File: src/rtl/addsub_serial.sv
// Bit-serial (SLICE bits per clock) adder/subtractor with valid/ready handshake and {C,N,Z,V} flags.
// Optional saturation on signed overflow is enabled by defining ADDSUB_SERIAL_SAT_EN (adds port sat).
module addsub_serial #(
    parameter int unsigned WIDTH = 16,
    parameter int unsigned SLICE = 4
) (
    input  logic             clk,
    input  logic             rst_n,
    input  logic             in_valid,
    output logic             in_ready,
    input  logic [WIDTH-1:0] in1,
    input  logic [WIDTH-1:0] in2,
    input  logic             sub,
    output logic             out_valid,
    input  logic             out_ready,
    output logic [WIDTH-1:0] out,
    output logic [3:0]       flags
`ifdef ADDSUB_SERIAL_SAT_EN
    ,
    input  logic             sat
`endif
);
    localparam int unsigned NSL = WIDTH / SLICE;
    localparam int unsigned CW  = (NSL > 1) ? $clog2(NSL) : 1;
    localparam int unsigned IW  = (WIDTH > 1) ? $clog2(WIDTH) : 1;
    localparam logic [CW-1:0] LAST = CW'(NSL - 1);

    typedef enum logic [1:0] {IDLE, RUN, DONE} state_t;

    state_t           r_state;
    state_t           w_next;
    logic [WIDTH-1:0] r_a;
    logic [WIDTH-1:0] r_b;
    logic [WIDTH-1:0] r_acc;
    logic             r_sub;
    logic             r_carry;
    logic [CW-1:0]    r_cnt;
`ifdef ADDSUB_SERIAL_SAT_EN
    logic             r_sat;
`endif

    logic [WIDTH-1:0] w_b_eff;
    logic [IW-1:0]    w_base;
    logic [SLICE:0]   w_slice;
    logic [WIDTH-1:0] w_res;
    logic [WIDTH-1:0] w_out;
    logic             w_last;
    logic             w_c;
    logic             w_v;

    assign w_b_eff   = r_sub ? ~r_b : r_b;
    assign w_base    = IW'(32'(r_cnt) * SLICE);
    assign w_last    = (r_cnt == LAST);
    assign w_slice   = {1'b0, r_a[w_base +: SLICE]} + {1'b0, w_b_eff[w_base +: SLICE]}
                     + {{SLICE{1'b0}}, r_carry};
    assign w_c       = w_slice[SLICE];
    assign in_ready  = (r_state == IDLE);
    assign out_valid = (r_state == DONE);

    // Full result including the slice being written this cycle; only meaningful on the last slice.
    always_comb begin
        w_res = r_acc;
        w_res[w_base +: SLICE] = w_slice[SLICE-1:0];
        w_v   = (r_a[WIDTH-1] == w_b_eff[WIDTH-1]) && (w_res[WIDTH-1] != r_a[WIDTH-1]);
        w_out = w_res;
`ifdef ADDSUB_SERIAL_SAT_EN
        if (r_sat && w_v) begin
            w_out = r_a[WIDTH-1] ? {1'b1, {(WIDTH-1){1'b0}}} : {1'b0, {(WIDTH-1){1'b1}}};
        end
`endif
    end

    always_comb begin
        w_next = r_state;
        case (r_state)
            IDLE:    if (in_valid)  w_next = RUN;
            RUN:     if (w_last)    w_next = DONE;
            DONE:    if (out_ready) w_next = IDLE;
            default: w_next = IDLE;
        endcase
    end

    always_ff @(posedge clk or negedge rst_n) begin
        if (!rst_n) begin
            r_state <= IDLE;
        end else begin
            r_state <= w_next;
        end
    end

    always_ff @(posedge clk or negedge rst_n) begin
        if (!rst_n) begin
            r_a     <= '0;
            r_b     <= '0;
            r_acc   <= '0;
            r_sub   <= 1'b0;
            r_carry <= 1'b0;
            r_cnt   <= '0;
            out     <= '0;
            flags   <= '0;
`ifdef ADDSUB_SERIAL_SAT_EN
            r_sat   <= 1'b0;
`endif
        end else begin
            case (r_state)
                IDLE: begin
                    if (in_valid) begin
                        r_a     <= in1;
                        r_b     <= in2;
                        r_sub   <= sub;
                        r_carry <= sub;
                        r_cnt   <= '0;
                        r_acc   <= '0;
`ifdef ADDSUB_SERIAL_SAT_EN
                        r_sat   <= sat;
`endif
                    end
                end
                RUN: begin
                    r_acc   <= w_res;
                    r_carry <= w_c;
                    if (w_last) begin
                        out   <= w_out;
                        flags <= {w_c, w_out[WIDTH-1], ~|w_out, w_v};
                    end else begin
                        r_cnt <= r_cnt + 1'b1;
                    end
                end
                default: ;
            endcase
        end
    end
endmodule

File: config.mk
export PLATFORM = sky130hd
export DESIGN_NAME = addsub_serial
export DESIGN_NICKNAME = d
export VERILOG_FILES = /design/src/rtl/addsub_serial.sv
export SDC_FILE = /design/constraint.sdc
export NUM_CORES = 1
export LEC_CHECK = 0
export ABC_AREA = 1
export CAP_MARGIN = 20
export CORE_MARGIN = 3
export CORE_UTILIZATION = 58
export DETAILED_ROUTE_END_ITERATION = 16
export PLACE_DENSITY = 0.84
export SLEW_MARGIN = 20
export SYNTH_ARGS = -nofsm -noshare
export SYNTH_HDL_FRONTEND = slang
export SYNTH_SLANG_ARGS = --single-unit
export TNS_END_PERCENT = 10
File: constraint.sdc
create_clock -name clk -period 5.6 [get_ports clk]
set_input_delay 0.56 -clock clk [delete_from_list [all_inputs] [get_ports clk]]
set_output_delay 0.56 -clock clk [all_outputs]
set_load 0.02 [all_outputs]
==> flow_results.org, run 1 <==
** Status
- The run finished with clean final reports.

** Critical path
- Crit-path slowest cell :: sky130_fd_sc_hd__dfrtp_1
- Across all register-to-register paths, the minimum setup slack is 2110 ps.
- The worst setup path is captured at a flip-flop.
- Counting both buffers and inverters, the worst setup path holds a total of 1.
- Critical Setup Path Class :: flip-flop to flip-flop
- The largest single stage delay on the critical path is 940 ps.
- The worst setup path is launched from a flip-flop.
- Data on the critical path is required at its endpoint by 5890 ps.
- Critical path's top delay family :: flip-flops
- The critical path runs through a total of 16 cells.
- Cell-by-cell listing of the critical path :: inv_2, nand2_1, a32oi_1, xor2_1, fa_1, fa_1, nor2_1, nand3_1, nand2_1, nor2_1, nand2_1, nor2_1, nand2_1, nor2_1, nand3_1, nand2_1
- Critical Path AT :: 3780 ps
- In this run the worst path has a maximum fanout of 30.
- Counting cells, the worst reg-to-reg path comes to 16.
- Cell repeated most along the worst path :: sky130_fd_sc_hd__nand2_1

** Synth
- Top cell type's share of synthesized area :: 0.496
- Post-synthesis share of cell area spent on full adders, half adders and majority gates :: 0.0415
- Top cells by area in the synthesized netlist :: sky130_fd_sc_hd__dfrtp_1 (50%), sky130_fd_sc_hd__nand2_1 (18%), sky130_fd_sc_hd__o21ai_0 (5.4%)
- Of the synthesized area, sequential elements account for 0.496.
- Synth unique cells :: 29
- Count of flip-flops with a built-in enable after synthesis :: 0
- Fraction of the mapped netlist area in compound gates :: 0.0986
- Ranked by instance count, the synthesized netlist is headed by sky130_fd_sc_hd__nand2_1 (180), sky130_fd_sc_hd__dfrtp_1 (73), sky130_fd_sc_hd__inv_1 (41).
- Syn Inst Count :: 462
- Yosys warnings :: 0
- Synthesized-area fraction occupied by xor and xnor cells :: 0.0143
- The synthesized design spends more area on one cell type than any other, namely sky130_fd_sc_hd__dfrtp_1.
- Library cell with the highest instance count after synthesis :: sky130_fd_sc_hd__nand2_1
- Averaged over all synthesized cells, the footprint is 7.96 um^2.
- Syn nets :: 510
- Combinational family with the most area after synthesis :: simple AND/OR/NAND/NOR gates
- Ys flop type :: sky130_fd_sc_hd__dfrtp_1
- Post-Synth Simple-Gate Area :: 0.268
- After synthesis, the share of flip-flops with an asynchronous set or reset is 1.00.
- Total of flip-flops plus latches after synthesis :: 73
- Of the post-synthesis cell area, the part taken by muxes is 0.
- Netlist area before placement :: 3680 um^2

** Routing
- Iter 0 DRT Violations :: 258
- DR vias/cell :: 5.32
- Vias :: 3136
- Number of routed nets with antenna violations :: 0
- For this run, design rule violations remaining after detail routing come to 0.
- Dividing the detail-routed wire length by the instance count gives 13.3 um.
- Router iterations before antenna repair :: 5
- Total wire length :: 7840 um

** Floorplan
- The initial utilization of the core area, before any placement, comes to 0.611.
- Total core area :: 6030 um^2
- I/O pin total :: 59
- Standard-cell rows :: 28
- In this run the horizontal extent of the chip is 85.7 um.
- The die covers 7340 um^2.
- Chip Height :: 85.7 um

** Timing
- Final number of setup-violating endpoints :: 0
- Setup slack of the critical path after layout :: 2110 ps
- Highest clock rate :: 286 MHz
- Setup repair after global routing left no endpoint under its margin.
- Final-layout setup total negative slack :: 0 ps
- Dividing the final minimum period by the clock period gives 0.623.
- Across the routed clock network, the largest skew measured is 7.89 ps.
- In this run the tightest slew margin relative to its limit is 0.395.
- The final max-slew violation count came to 0.
- Crit path time final :: 3490 ps
- The number of hold violations in the final report is 0.
- Slew at the pin closest to its max-slew limit :: 907 ps

** Power and ir drop
- For this design the static power due to leakage is 2.17 nW.
- Proportion of total power due to net switching :: 0.460
- Clk pwr share :: 0.132
- Cell internal power was estimated by the tool at 1.48 mW.
- The share of total power dissipated in combinational logic is 0.531.
- Switch Pwr :: 1.26 mW
- VDD sags by at most 0.318 mV.
- Power per Cell Area :: 622 nW/um^2
- Of the total power, registers draw 0.337.
- After layout, the design draws a total of 2.74 mW.

** Global route
- Pin count of the biggest net entering global routing :: 74
- Remaining global-route overflow :: 0
- The initial antenna violation count came to 0.
- The number of global-route vias before repair came to 3007.
- Global-route total usage across every layer :: 0.234
- The first global-routing pass estimated 13700 um of wire.

** Clock network
- Clock edge transition at the registers on the reported setup and hold paths :: 70 ps
- Setup bufs post-CTS :: 0
- The number of gates resized after CTS was 0.
- CTS H-tree depth :: 3
- TritonCTS built the clock tree.
- Number of buffers inserted during clock tree synthesis :: 9
- At the later pin of the worst-skew pair, clock insertion delay measures 340 ps.
- Clk root buf :: sky130_fd_sc_hd__clkbuf_8
- Maximum count of clock buffers along a single path :: 2
- The clock drives 73 sinks.
- Buffers inserted to repair hold after CTS numbered 0.

** Min path
- Hold/Removal Path Class :: input pin to async pin

** Placement
- Final Wtd Congestion :: 0.918
- Area after DPL :: 4240 um^2
- OpenSTA, run right after detailed placement, puts the worst setup slack at 2160 ps.
- Number of port buffers :: 58
- Post-DP HPWL :: 5530 um

** Flow run
- Max-cap violations in this run came to 0.

** Final layout
- In the final layout, the multi-input gates occupy 1560 um^2.
- Post-route cell area :: 4400 um^2
- Layout cells sized above 1 :: 0.0428
- Sequential cell area in the final layout :: 1830 um^2
- After the last flow step, the layout net total stands at 559.
- The repair_antennas step left the layout with diodes totalling 0.
- Compared with the post-synthesis result, the final layout area differs by 19.6%.
- Fill cells in the final layout number 480.
cell type report:
class | count | share of cell area
sequential | 73 | 0.415
inverter | 45 | 0.0390
tap | 75 | 0.0213
timing repair buffer | 60 | 0.134
multi-input combinational | 322 | 0.353
clock buffer | 14 | 0.0370
power groups by stage:
| stage | logic, mW | registers (mW) | clock network (mW) |
|---|---|---|---|
| floorplan | 1.05 | 0.925 | 0 |
| global placement | 1.40 | 0.918 | 0 |
| detailed placement | 1.44 | 0.926 | 0 |
| CTS | 1.46 | 0.920 | 0.364 |
| global route | 1.66 | 0.954 | 0.388 |
| finish | 1.45 | 0.923 | 0.361 |
sequential cells by signal, indices dropped and copies added, names as in the netlist:
| register | flops |
|---|---|
| r_sub | 1 |
| r_b | 16 |
| r_carry | 1 |
| r_a | 16 |
| flags | 4 |
| r_cnt | 2 |
| r_state | 2 |
| r_acc | 16 |
| out | 15 |
per-layer routing:
| layer | wire length [um] | up-vias | GRT usage |
|---|---|---|---|
| met1 | 3570 | 1472 | 0.310 |
| met2 | 3770 | 90 | 0.380 |
| met4 | 141 | 0 | 0.0835 |
| met3 | 360 | 20 | 0.0528 |
| li1 | - | 1554 | - |
| met5 | 0 | - | 0 |
kinds of logic after synthesis:
| logic type | after synthesis |
|---|---|
| AO/OA/AOI/OAI | 64 |
| XOR/XNOR | 6 |
| AND/OR/NAND/NOR | 241 |
| flip-flops | 73 |
| buffers and inverters | 67 |
| adder cells (fa/ha/maj) | 11 |
worst paths after layout:
kind	from	end
max reg2reg	r_cnt[0]	flags[1]
max	r_cnt[0]	flags[1]
max in group asynchronous	rst_n	r_b[9]
min in group clk	out[13]	out[13]
min	rst_n	flags[2]
min reg2reg	out[13]	out[13]
placed cells by master (no fill, tap or decap), drive strengths merged:
cell           count
xnor2              1
o21ai             41
o21bai             1
o221ai             1
dfrtp             73
nor2              27
a32oi              3
clkdlybuf4s50     57
nand2            180
clkbuf            14
o31ai              1
buf                3
nand4              5
a32o               2
xor2               5
nand3b             1
o22ai              7
nand3             28
inv               45
fa                 2
ha                 9
a21oi              8
through the flow:
| stage | hold WS (ps) | utilization | cells |
|---|---|---|---|
| after floorplan | 264 | - | 462 |
| after global placement | 466 | 0.703 | 575 |
| after detailed placement | 464 | 0.703 | 575 |
| after CTS | 466 | 0.730 | 589 |
| after global routing | 506 | 0.730 | 589 |
| final | 423 | 0.730 | 589 |
Note: power is estimated with default switching activity, not from simulation.
==> run 2, diff against run 1 <==
CORE_UTILIZATION = 54   (was 58)
PLACE_DENSITY = 0.78   (was 0.84)
clock period = 3.5 ns   (was 5.6 ns; I/O delays follow)
==> run 2 against run 1 <==
Compared with the run above: fmax rose by 14%; routed wire length rose by 1.9%; highest routed layer unchanged; critical endpoint unchanged; die area rose by 6.9%; sequential power rose by 57%; hold slack got worse by 230 ps; via count rose by 1.9%; register-to-register slack got worse by 1700 ps; power rose by 69%; combinational power rose by 64%; clock power rose by 120%; cell count rose by 0.85%; clock skew rose by 6.3 ps.
==> flow_results.org, run 2 (synthesis results as in run 1) <==
** Status
- Status :: finished, final reports clean (unchanged)

** Power and ir drop
- The fraction of power spent switching nets came to 0.445 (was 0.460).
- Internal portion of total power :: 2.57 mW (was 1.48 mW)
- The leakage power figure was 2.22 nW (was 2.17 nW).
- Worst IR Drop VDD :: 0.496 mV (was 0.318 mV)
- The total power divided by cell area was 1030 nW/um^2 (was 622 nW/um^2).
- The combinational fraction of design power is 0.514 (was 0.531).
- The overall power consumption was 4.63 mW (was 2.74 mW).
- Reg power frac :: 0.313 (was 0.337)
- The relative contribution of the clock network to total power came to 0.173 (was 0.132).
- The switching power of the nets came to 2.06 mW (was 1.26 mW).

** Timing
- The tightest slew margin relative to the limit came to 0.404 (was 0.395).
- The post-layout minimum cycle time came to 3060 ps (was 3490 ps).
- The hold slack came to 189 ps (was 423 ps).
- The final max-slew violation count was 0 (unchanged).
- Post-route fraction of the period consumed by the critical path :: 0.873 (was 0.623)
- The final worst-path setup slack is 443 ps (was 2110 ps).
- The number of hold violations in the final report is 0 (unchanged).
- RSZ-0062 raised after global routing: no (unchanged).
- Final-layout setup total negative slack :: 0 ps (unchanged)
- The maximum operating frequency was 327 MHz (was 286 MHz).
- Slew at the pin closest to its max-slew limit :: 894 ps (was 907 ps)
- The worst-case clock skew was 14.1 ps (was 7.89 ps).
- Final number of setup-violating endpoints :: 0 (unchanged)

** Clock network
- The number of buffers added for setup after CTS is 0 (unchanged).
- The CTS H-tree depth was 3 (unchanged).
- The number of clock sinks was 73 (unchanged).
- The number of instances resized during post-cts repair is 0 (unchanged).
- Number of buffers inserted by hold repair at cts :: 0 (unchanged)
- The TritonCTS clock tree is done (unchanged).
- The CTS root buffer is sky130_fd_sc_hd__clkbuf_8 (unchanged).
- Maximum count of clock buffers along a single path :: 2 (unchanged)
- Worst-skew pair later-pin latency :: 350 ps (was 340 ps)
- The clock transition at the registers of the reported paths is 80 ps (was 70 ps).
- Number of buffers inserted during clock tree synthesis :: 9 (unchanged)

** Placement
- Number of port buffers :: 58 (unchanged)
- The final estimated routing congestion in global placement was 0.929 (was 0.918).
- The HPWL after detailed placement was 5730 um (was 5530 um).
- The setup slack after placement was 492 ps (was 2160 ps).

** Floorplan
- The horizontal die dimension was 88.6 um (was 85.7 um).
- The core outline area was 6460 um^2 (was 6030 um^2).
- Starting utilization of the core area :: 0.570 (was 0.611)
- Chip Height :: 88.6 um (was 85.7 um)
- Area of the die :: 7840 um^2 (was 7340 um^2)
- The number of placed I/O pins is 59 (unchanged).
- Standard-cell rows :: 29 (was 28)

** Critical path
- The start point of the critical path was r_cnt[1] (was r_cnt[0]).
- The element type at the critical path start is a flip-flop (unchanged).
- Critical Path AT :: 3340 ps (was 3780 ps)
- Critical path data required time :: 3780 ps (was 5890 ps)
- The worst-path maximum fanout was 18 (was 30).
- The kind of critical path is flip-flop to flip-flop (unchanged).
- Setup crit end kind :: flip-flop (unchanged)
- Startpoint of the lowest-slack register-to-register path :: r_cnt[1] (was r_cnt[0])

** Routing
- Vias :: 3197 (was 3136)
- Number of remaining DRC errors :: 0 (unchanged)
- Iter 0 DRT Violations :: 237 (was 258)
- Router iterations before antenna repair :: 4 (was 5)
- Total wire length :: 7980 um (was 7840 um)
- Detail-routed net length per standard cell :: 13.4 um (was 13.3 um)
- The final antenna-violating net count came to 0 (unchanged).
- The vias per cell was 5.38 (was 5.32).

** Final layout
- The total area of multi-input combinational cells was 1560 um^2 (unchanged).
- Layout cells sized above 1 :: 0.0542 (was 0.0428)
- The most frequent standard cell in the layout excluding fill and tap cells is sky130_fd_sc_hd__nand2_1 (unchanged).
- Largest registers ranked by flip-flop count: r_a: 16 flops, r_acc: 16 flops, r_b: 16 flops (unchanged).
- Most used cells in the layout excluding fill and tap cells: sky130_fd_sc_hd__nand2_1 (180), sky130_fd_sc_hd__dfrtp_1 (73), sky130_fd_sc_hd__clkdlybuf4s50_1 (57) (unchanged).
- The number of nets in the final layout was 560 (was 559).
- Antenna fix cells :: 0 (unchanged)
- Layout overhead on the synthesized area :: 22.0% (was 19.6%)
- Fill cell instance count of the final layout :: 564 (was 480)
- The combined flip-flop and latch cell area came to 1830 um^2 (unchanged).

** Global route
- The largest net degree at the start of global routing is 74 (unchanged).
- Antenna violations before repair :: 0 (unchanged)
- The overall fraction of global-route tracks in use is 0.228 (was 0.234).
- Remaining global-route overflow :: 0 (unchanged)
- The global-route wire length before repair is 13900 um (was 13700 um).
- Number of global-route vias before repair :: 3113 (was 3007)

** Min path
- Hold/Removal Path Class :: input pin to async pin (unchanged)

** Flow run
- Number of max-capacitance violations reported :: 0 (unchanged)
[run 2: changes by cell type in the layout (fill, tap and decap cells not counted)]
cell,change
sky130_fd_sc_hd__buf_4,+1
sky130_fd_sc_hd__clkbuf_8,-1
sky130_fd_sc_hd__bufinv_16,+3
sky130_fd_sc_hd__clkinv_2,+3
sky130_fd_sc_hd__clkbuf_1,-3
[run 2: final timing paths]
| kind | end | cells after the start | slack [ps] |
|---|---|---|---|
| worst min-delay path | out[0] | 2 | 190 |
| worst min register to register | out[12] | 2 | 480 |
| worst max-delay path | flags[1] | 16 | 440 |
| max in group asynchronous | r_b[13] | 2 | 2710 |
| min in group clk | out[12] | 2 | 480 |
| worst max register to register | flags[1] | 16 | 440 |
[run 2: metal layers]
metal  GRT usage  vias to the layer above  wire length [um]
li1            -                     1564                 -
met1       0.279                     1513              3340
met2       0.400                      102              4060
met3      0.0363                       18               404
met4      0.0934                        0               178
met5           0                        -                 0
[run 2: cell type report]
class	instances	share of cell area
flip-flops and latches	73	0.407
multi-input cells	322	0.346
repair buffers	61	0.133
inverters	45	0.0382
clock buffers	10	0.0306
clock inverters	6	0.0234
well taps	77	0.0215
[run 2: power by group through the flow]
| stage | registers, mW | clock network [mW] | logic [mW] |
|---|---|---|---|
| CTS | 1.45 | 0.807 | 2.38 |
| floorplan | 1.48 | 0 | 1.69 |
| global placement | 1.45 | 0 | 2.29 |
| global route | 1.49 | 0.846 | 2.73 |
| finish | 1.45 | 0.799 | 2.38 |
| detailed placement | 1.46 | 0 | 2.37 |
[run 2: worst max-delay path: stages (launching register included)]
cell	delay, ps
sky130_fd_sc_hd__dfrtp_1	450
sky130_fd_sc_hd__inv_1	420
sky130_fd_sc_hd__a21oi_1	90
sky130_fd_sc_hd__a32oi_1	200
sky130_fd_sc_hd__xor2_1	120
sky130_fd_sc_hd__fa_1	420
sky130_fd_sc_hd__fa_1	520
sky130_fd_sc_hd__nor2_1	70
sky130_fd_sc_hd__nand3_1	90
sky130_fd_sc_hd__nand2_1	70
sky130_fd_sc_hd__nor2_1	100
sky130_fd_sc_hd__nand2_1	50
sky130_fd_sc_hd__nor2_1	90
sky130_fd_sc_hd__nand2_1	50
sky130_fd_sc_hd__nor2_1	80
sky130_fd_sc_hd__nand3_1	80
sky130_fd_sc_hd__nand2_1	50
[run 2: stage by stage]
step | utilization | cells | cell area (um^2)
floorplan | - | 462 | 3680
global placement | 0.658 | 578 | 4250
detailed placement | 0.658 | 578 | 4250
CTS | 0.695 | 594 | 4490
global route | 0.695 | 594 | 4490
finish | 0.695 | 594 | 4490
==> variant (settings of run 1) <==
The parameter `SLICE` goes from 4 to 8.
--- a/src/rtl/addsub_serial.sv
+++ b/src/rtl/addsub_serial.sv
@@ -3,5 +3,5 @@
 module addsub_serial #(
     parameter int unsigned WIDTH = 16,
-    parameter int unsigned SLICE = 4
+    parameter int unsigned SLICE = 8
 ) (
     input  logic             clk,
Check against the original RTL: not equivalent (a bounded check fails within 4 cycles, from zero or initial values and one cycle with rst_n low).
==> variant against run 1 <==
  * Sequential cell count is 1 lower
  * Critical path depth is 3 higher
  * Synthesized area is 1.7% lower
  * Count of clock-buffer cells in the layout is 1 lower
  * Setup slack better by 0.21 ns
  * Fmax is 6.5% higher
  * Die area is 1.6% lower
  * Routed wire length is 1.3% higher
  * Cell area hardly changed
  * Hold slack worse by 0.0082 ns
  * Highest routed layer unchanged
Power is not shown: default switching activity piles up to over one toggle a cycle in this logic, so the estimate is an artifact.
==> variant: results <==
[global_route]
grt_max_degree = 73
antenna_found_initial = 0
grt_pass1_wl_um = 13400
gr-usage-all-layers_pct = 23.3
grt_pass1_vias = 2959

[layout]
layout-drive-gt1-share_pct = 5.01
fin_nets = 560
reg_top3 = r_a: 16 flops, r_acc: 16 flops, r_b: 16 flops
fill_cells = 466
n_antenna_cell = 0

[worst_hold_path]
hold_class = input port to asynchronous set/reset pin

[synthesis]
syn_nets = 507
synth.top_cells.by_count = nand2_1, dfrtp_1, inv_1
ys_seq_area_share_pct = 49.8
ys_top_cells_by_area = dfrtp_1, nand2_1, inv_1
async_reset_ff_share_pct = 100
ys_warn_count = 0
yosysUniqueCellTypes = 31

[drt]
dr.first_iter.drc_count = 255
routed_wirelength_um = 7940
first_pass_iters = 4
vias_per_cell = 5.27

[worst_setup_path]
cp_slowest_cell = fa_1
crit_arrival_ns = 3.56
crit_fanout = 39
crit_family = simple AND/OR/NAND/NOR gates
cp_slowest_stage_delay_ns = 0.53

[clock_network]
numCtsBuffers = 9
htree_levels = 3
clk_pin_slew_ns = 0.07
worstSkewPairLatency_ns = 0.34
cts_root_buffer = clkbuf_8
post_cts_resize_count = 0
cts_setup_buffers = 0
ctsLongestPathBuffers = 2

[run_status]
status = finished, final reports clean

[sta]
fin_worst_skew_ns = 0.0105
relSlewSlack_pct = 40.8

[placement]
place.detailed.hpwl_um = 5570
place_congestion = 0.908
port_buffers = 58
## variant: changes by cell type in the layout (fill, tap and decap cells not counted), sizes merged, moves of 3 or more
cell and delta:
nand4 -5, o21ai -13, nand2 +35, a22o +5, a32oi -3, nand3 -4, o211ai +4, or2 +3
inv -5, nor2 -14
## variant: area by class of cell
cell class                      count  area [sq um]  area share [%]
Clock buffer                       13           159            3.61
Clock inverter                      3          40.0           0.909
Inverter                           40           150            3.41
Multi-Input combinational cell    329          1550            35.3
Sequential cell                    72          1800            40.9
Tap cell                           75          93.8            2.13
Timing Repair Buffer               62           606            13.8
## variant: logic make-up after synthesis
| group | share of synthesized area [%] |
|---|---|
| and+or+nand+nor | 28.1 |
| DFF | 49.8 |
| buffers and inverters | 7.26 |
| AOI/OAI and AO/OA | 8.86 |
| xor gates and xnor gates | 2.18 |
| adders and majority gates | 3.53 |
| muxes | 0.277 |
## variant: routing by layer
layer	track usage (%)	share of wire, %	wire, um
met5	0	0	0
met2	38.8	48	3840
met3	4.37	4.0	318
met1	30.0	45	3560
met4	9.93	2.8	221
## variant: path summary, 6_finish.rpt
check                      cells after the start  slack (ns)    start       end
max in group asynchronous                      2        4.60    rst_n    r_b[6]
hold reg to reg                                2        0.48  r_b[14]   r_b[14]
min in group clk                               2        0.48  r_b[14]   r_b[14]
setup reg to reg                              19        2.32    r_cnt  flags[1]
hold / removal                                 2        0.41    rst_n    out[0]
setup / recovery                              19        2.32    r_cnt  flags[1]
## variant: metrics by stage
stage               util (%)  area, sq um  hold WS (ns)  std cells  setup slack, ns
global route            73.5         4400         0.495        594             2.14
global placement        70.2         4200         0.464        578             2.55
detailed placement      70.2         4200         0.465        578             2.43
CTS                     73.5         4400         0.447        594             2.38
floorplan                  -         3620         0.264        461             2.91
finish                  73.5         4400         0.415        594             2.32
